### config.mk
export PLATFORM = sky130hd
export DESIGN_NAME = pipe_ctrl
export DESIGN_NICKNAME = d
export VERILOG_FILES = /design/src/rtl/pipe_ctrl.sv
export SDC_FILE = /design/constraint.sdc
export NUM_CORES = 1
export LEC_CHECK = 0
export CAP_MARGIN = 20
export CORE_MARGIN = 3
export CORE_UTILIZATION = 25
export DETAILED_ROUTE_END_ITERATION = 10
export PLACE_DENSITY_LB_ADDON = 0.1
export RECOVER_POWER = 25
export SLEW_MARGIN = 25
export SYNTH_ARGS = -nofsm -noshare
export SYNTH_HDL_FRONTEND = slang
export SYNTH_SLANG_ARGS = --single-unit
### constraint.sdc
create_clock -name clk -period 2.5 [get_ports clk]
set_clock_uncertainty 0.1 [all_clocks]
set_input_delay 0.25 -clock clk [delete_from_list [all_inputs] [get_ports clk]]
set_output_delay 0.25 -clock clk [all_outputs]
set_load 0.05 [all_outputs]
### src/rtl/pipe_ctrl.sv
// Pipeline hazard/flush/stall controller with an SRAM access FSM and a saturating freeze counter.
// Optional build macro PIPE_CTRL_FWD_EN: with forwarding present, only EXE loads cause RAW stalls.
module pipe_ctrl #(
  parameter int unsigned SRAM_WAIT = 4
) (
  input  logic        clk,
  input  logic        rst,
  input  logic [3:0]  id_src1,
  input  logic        id_use_src1,
  input  logic [3:0]  id_src2,
  input  logic        id_two_src,
  input  logic [3:0]  exe_dest,
  input  logic        exe_wb_en,
  input  logic        exe_mem_read_en,
  input  logic [3:0]  mem_dest,
  input  logic        mem_wb_en,
  input  logic        branch_taken,
  input  logic        mem_req,
  output logic        freeze,
  output logic        hazard,
  output logic        flush,
  output logic        mem_stall,
  output logic        sram_start,
  output logic [15:0] stall_count
);

  typedef enum logic [1:0] {IDLE, BUSY, DONE} state_t;

  localparam logic [3:0] CNT_INIT = 4'(SRAM_WAIT - 1);

  state_t      state_q, state_d;
  logic [3:0]  cnt_q, cnt_d;
  logic [15:0] stall_count_q, stall_count_d;
  logic        exe_match, mem_match, raw;

  assign exe_match = exe_wb_en & ((id_use_src1 & (exe_dest == id_src1)) |
                                  (id_two_src  & (exe_dest == id_src2)));

`ifdef PIPE_CTRL_FWD_EN
  // ALU results are forwarded, so only a load still in EXE must stall decode.
  logic unused_mem_fields;
  assign unused_mem_fields = ^{mem_dest, mem_wb_en};
  assign raw = exe_match & exe_mem_read_en;
  assign mem_match = 1'b0;
`else
  logic unused_load_flag;
  assign unused_load_flag = exe_mem_read_en;
  assign mem_match = mem_wb_en & ((id_use_src1 & (mem_dest == id_src1)) |
                                  (id_two_src  & (mem_dest == id_src2)));
  assign raw = exe_match | mem_match;
`endif

  assign mem_stall  = (state_q == BUSY) & ~rst;
  assign sram_start = (state_q == IDLE) & mem_req & ~rst;
  assign hazard     = raw & ~branch_taken & ~mem_stall;
  assign flush      = branch_taken & ~mem_stall;
  assign freeze     = hazard | mem_stall;
  assign stall_count = stall_count_q;

  always_comb begin
    state_d       = state_q;
    cnt_d         = cnt_q;
    stall_count_d = stall_count_q;
    case (state_q)
      IDLE: begin
        if (mem_req) begin
          state_d = BUSY;
          cnt_d   = CNT_INIT;
        end
      end
      BUSY: begin
        if (cnt_q == 4'd0) state_d = DONE;
        else               cnt_d   = cnt_q - 4'd1;
      end
      DONE:    state_d = IDLE;
      default: state_d = IDLE;
    endcase
    if (freeze && (stall_count_q != 16'hFFFF)) stall_count_d = stall_count_q + 16'd1;
  end

  always_ff @(posedge clk) begin
    if (rst) begin
      state_q       <= IDLE;
      cnt_q         <= 4'd0;
      stall_count_q <= 16'd0;
    end else begin
      state_q       <= state_d;
      cnt_q         <= cnt_d;
      stall_count_q <= stall_count_d;
    end
  end

endmodule

== Word level (Yosys, flattened, before mapping) ==
Index checks and enable logic that the tools add are counted.

* Input bits: 25
* Register bits after elaboration: 22
* Logic and storage cells: 45
* Output and inout port bits: 21

* Add/subtract/negate cells: 2
* Eq/ne operators: 9
* Multiplexer cells: 6
* Reductions and logical operators: 6
* Bitwise operators: 19

{| class="wikitable"
|+ Operators with widths
! operator !! count
|-
| adder 16 x 1 -> 16 bit (second input constant) || 1
|-
| == test 4 bit || 4
|-
| != test 16 bit (second input constant) || 1
|-
| AND 1 bit || 12
|-
| two-way mux 4 bit || 2
|-
| case mux 4 bit (2 select lines) || 1
|-
| logical NOT 4 bit || 1
|-
| two-way mux 2 bit || 2
|-
| != test 2 bit (second input constant) || 2
|-
| bitwise OR 1 bit || 4
|-
| case mux 2 bit (2 select lines) || 1
|-
| subtractor 4 x 1 -> 4 bit (second input constant) || 1
|-
| inverter 1 bit || 3
|-
| AND reduction 3 bit || 1
|-
| == test 2 x 1 -> 1 bit (second input constant) || 1
|-
| logical NOT 2 bit || 1
|-
| != test 2 x 1 -> 1 bit (second input constant) || 1
|-
| AND reduction 2 bit || 1
|-
| nonzero test 2 bit || 1
|-
| logical AND 1 bit || 1
|}

== Depth between registers and ports, before layout ==
* Depth in word-level cells: 9
* Gate-level depth with buffers: 9
* Depth with buffers taken out: 7

== Worst setup path before layout ==
Ideal clock, no wire load.

* Path kind: reg2reg
* From: register stall_count_q[0] (netlist: stall_count[0])
* To: register stall_count_q[1] (netlist: stall_count[1])
* Path slack: 76 ps
* Data arrival time: 2196 ps
* Data required time: 2272 ps
* Period minus slack after synthesis: 2424 ps
* Stages on the path, launching flop included: 10
* Path buffers: 2
* Setup time: 128 ps
* Path through: dfxtp_1 > ha_1 > nand4_1 > nor3b_2 > nand3_1 > o21ai_2 > buf_6 > buf_6 > mux2i_1 > nor2_1

* Cells in the longest elaborated chain, start to end: 2
* Elaborated cells on any way between the ends: 3
* Classes of those cells: 1 x add/sub; 1 x eq/ne; 1 x reduce/logical

{| class="wikitable"
|+ RTL lines
! item !! RTL line !! source
|-
| from (decl) || 33 || <nowiki>logic [15:0] stall_count_q, stall_count_d;</nowiki>
|-
| from (signal assigned) || 89 || <nowiki>stall_count_q <= stall_count_d;</nowiki>
|-
| parallel branches: the longest is 2 deep, another holds adder 16 x 1 -> 16 bit || - ||
|}

Several ways; the timed one is not identified.
A chain may end at the register's enable or synchronous reset.

== Final worst setup path ==
* From: input port exe_dest[3]
* To: output port hazard

* Cells in the longest elaborated chain, start to end: 7
* Elaborated cells on any way between the ends: 9
* Classes of those cells: 2 x eq/ne; 7 x bitwise

{| class="wikitable"
|+ RTL lines
! item !! RTL line !! source
|-
| from (decl) || 12 || <nowiki>input logic [3:0] exe_dest,</nowiki>
|-
| == test 4 bit, on equally long branches || 36, 37 ||
|-
| AND 1 bit, on equally long branches || 36, 37 ||
|-
| bitwise OR 1 bit (*) || 36 || <nowiki>assign exe_match = exe_wb_en & ((id_use_src1 & (exe_dest == id_src1)) |</nowiki>
|-
| AND 1 bit (*) || 36 ||
|-
| bitwise OR 1 bit (*) || 50 || <nowiki>assign raw = exe_match | mem_match;</nowiki>
|-
| AND 1 bit (*) (2 in a row) || 55 || <nowiki>assign hazard = raw & ~branch_taken & ~mem_stall;</nowiki>
|-
| to (decl) || 20 || <nowiki>output logic hazard,</nowiki>
|}

Mark *: on every way between the ends. The rest lies on a longest branch, timed or not.

==> flow_summary.yaml <==
status:
  status: "finished, final reports clean"
timing:
  setup_violations: 0
  worst_slew_pin_slew_ns: 0.596
  slew_headroom: 0.602
  report.final.slew_viol_count: 0
  setup_tns_ns: 0
  period_minus_slack_ns: 2.37
  worst_slack_ns: 0.129
  rsz0062_at_grt: "no"
  clock.fmax_ghz: 0.422
  fin_crit_sh: 0.949
  finalHoldViolCount: 0
grt:
  grt_max_degree: 26
  overflow: 0
  grt_pass1_wl_um: 5820
  antenna_found_initial: 0
  grt_pass1_vias: 1185
  grt_usage: 0.118
clock_tree:
  cts_sinks: 22
  htree_levels: 1
  numCtsBuffers: 3
  hold_buffers: 0
  cts-root-buf: "clkbuf_8"
  cts_tree: "built"
  clk_path_buf_depth: 2
  clk_latency_ns: 0.26
  clk_pin_slew_ns: 0.08
logic_synthesis:
  synth.top_cell.area_share: 0.337
  syn_area_um2: 1310
  synth_simple_gate_area_frac: 0.291
  ys.warnings.count: 0
  synthTopCellsByArea: "dfxtp_1, xor2_1, a21oi_1"
  synthAdderAreaFrac: 0.0287
  syn-num-nets: 184
  synth_top_family_by_area: "simple AND/OR/NAND/NOR gates"
  synth_edf_count: 0
  synth_async_sr_flop_share: 0
  avgSynthCellArea_um2: 8.38
  yosysSeqAreaShare: 0.337
  synth_compound_area_frac: 0.158
  synth_cells: 156
  ys_seq_elements: 22
  synth_ff_type: "dfxtp_1"
  post_synth_xor_area_fraction: 0.141
  synth_area_leader_cell: "dfxtp_1"
  synthMuxAreaShare: 0.00766
  ys_types: 35
detailed_routing:
  drt_iter0_markers: 77
  num_vias: 1317
  dr.pass1.iters: 4
  totalWireLength_um: 3520
  vias_per_cell: 4.74
  drc: 0
  ant_nets: 0
  wl_per_cell_um: 12.6
layout:
  drive_gt1_frac: 0.133
  antenna_cells: 0
  area_growth_pct: 52.7
  layout.nets: 240
die:
  die_y_um: 78.3
  num_io_pins: 46
  dieArea_um2: 6130
  initial_utilization: 0.268
  core.rowCount: 25
  dieWidth_um: 78.3
  core_area_um2: 4880
placement:
  gp_congestion: 0.741
  dpl_worst_slack_ns: -0.0668
  io_buffers: 44
  hpwlAfterDp_um: 2830
setup_path:
  critPathTopFamily: "buffers and inverters"
  crit_required_ns: 2.15
  worst-path-buf-inv: 3
  start_kind: "primary input"
  end_kind: "output port"
  slowest_delay_ns: 0.46
  worstSetupPathType: "primary input to output port"
  crit_slowest_cell: "clkdlybuf4s50_1"
  path_max_fanout: 5
  path_cells: "clkdlybuf4s50_1, xor2_1, nor3_1, nand4_1, a41oi_2, buf_4, nor2b_2, buf_12"
  cp_data_arrival_time_ns: 2.02
power:
  peakVddDrop_v: 0.000230
  leakage_uw: 0.000752
  power_density_nw_per_um2: 428
run:
  max_cap_violations: 0
min_path:
  worstHoldPathType: "register to register"
[routing by layer]
layer,wire (um),vias up,GRT usage
met2,1670,33,0.182
met4,15,0,0.0262
li1,-,670,-
met1,1660,612,0.165
met5,0,-,0
met3,173,2,0.0321
[path summary, 6_finish.rpt]
path	start	end	slack, ns	cells past startpoint
hold reg to reg	stall_count[14]	stall_count[14]	0.42	2
setup reg to reg	stall_count[0]	stall_count[11]	0.32	8
setup / recovery	exe_dest[3]	hazard	0.13	8
hold / removal	stall_count[14]	stall_count[14]	0.42	2
[metrics by stage]
stage                     utilization  hold slack [ns]  power [uW]  instance area (um2)  cells
after floorplan                     -            0.378         502                 1310    156
after global placement          0.397            0.381         605                 1940    274
after detailed placement        0.397            0.399         609                 1940    274
after CTS                       0.408            0.413         870                 1990    278
after global routing            0.409            0.455         903                 2000    278
final                           0.409            0.416         856                 2000    278
[what timing repair did]
action | 4_1_cts | 5_1_grt
endpoints found under the setup margin | 0 | 2
gates resized for setup | 0 | 2
buffers inserted | 0 | 0
[cell usage after synthesis (2+ instances only)]
master / count
ha_1: 3
or4_1: 5
o211ai_1: 2
and3_1: 4
nand4_1: 7
o21a_1: 2
o21ai_1: 6
nor3_1: 9
buf_6: 2
nand3_1: 7
xor2_1: 15
inv_1: 3
o31ai_1: 3
nand2_1: 8
o21ba_1: 2
xnor2_1: 6
dfxtp_1: 22
or3_1: 4
nor2b_1: 6
nor2_1: 12
a21oi_1: 12
clkbuf_1: 3
[state kept, by name, indices dropped and copies added, names as in the netlist]
name         count
stall_count     16
cnt_q            4
state_q          2
[where the power goes]
part,internal [uW],switching [uW]
Clock,140,116
Combinational,111,116
Sequential,362,10.5
[worst register-to-register path, stage by stage, from the launching register on]
cell and delay (ns):
dfxtp_1 0.42, ha_1 0.23, nand4_1 0.18, nor3b_2 0.23, nand3_1 0.17, o21ai_2 0.28, buf_4 0.26, nor3_1 0.05
o21ba_1 0.17
[cells by family (layout without fill, tap and decap cells)]
| family | Yosys count | in the layout |
|---|---|---|
| adder cells (fa/ha/maj) | 3 | 3 |
| multiplexers | 1 | 1 |
| XOR/XNOR | 21 | 21 |
| flip-flops | 22 | 22 |
| AND/OR/NAND/NOR | 69 | 69 |
| buffers and inverters | 9 | 64 |
| AO/OA/AOI/OAI | 31 | 31 |
[cell usage in the layout, fill, tap and decap left out, types with 5 or more instances in the layout]
cell type	synthesis	routed
buf_4	0	11
nand2_1	8	8
xor2_1	15	15
nor2_1	12	12
nor3_1	9	8
o21ai_1	6	6
nand3_1	7	7
dfxtp_1	22	22
a21oi_1	12	12
clkdlybuf4s50_1	0	35
buf_12	0	5
nand4_1	7	7
nor2b_1	6	5
xnor2_1	6	6
or4_1	5	5
[area by class of cell]
class / instances / area (um2)
fill: 512 / 2880
multi-input combinational: 125 / 826
clock buffer: 4 / 55.1
tap: 67 / 83.8
timing repair buffer: 56 / 577
sequential: 22 / 440
inverter: 4 / 15.0
Power figures use the tool's default switching activity.
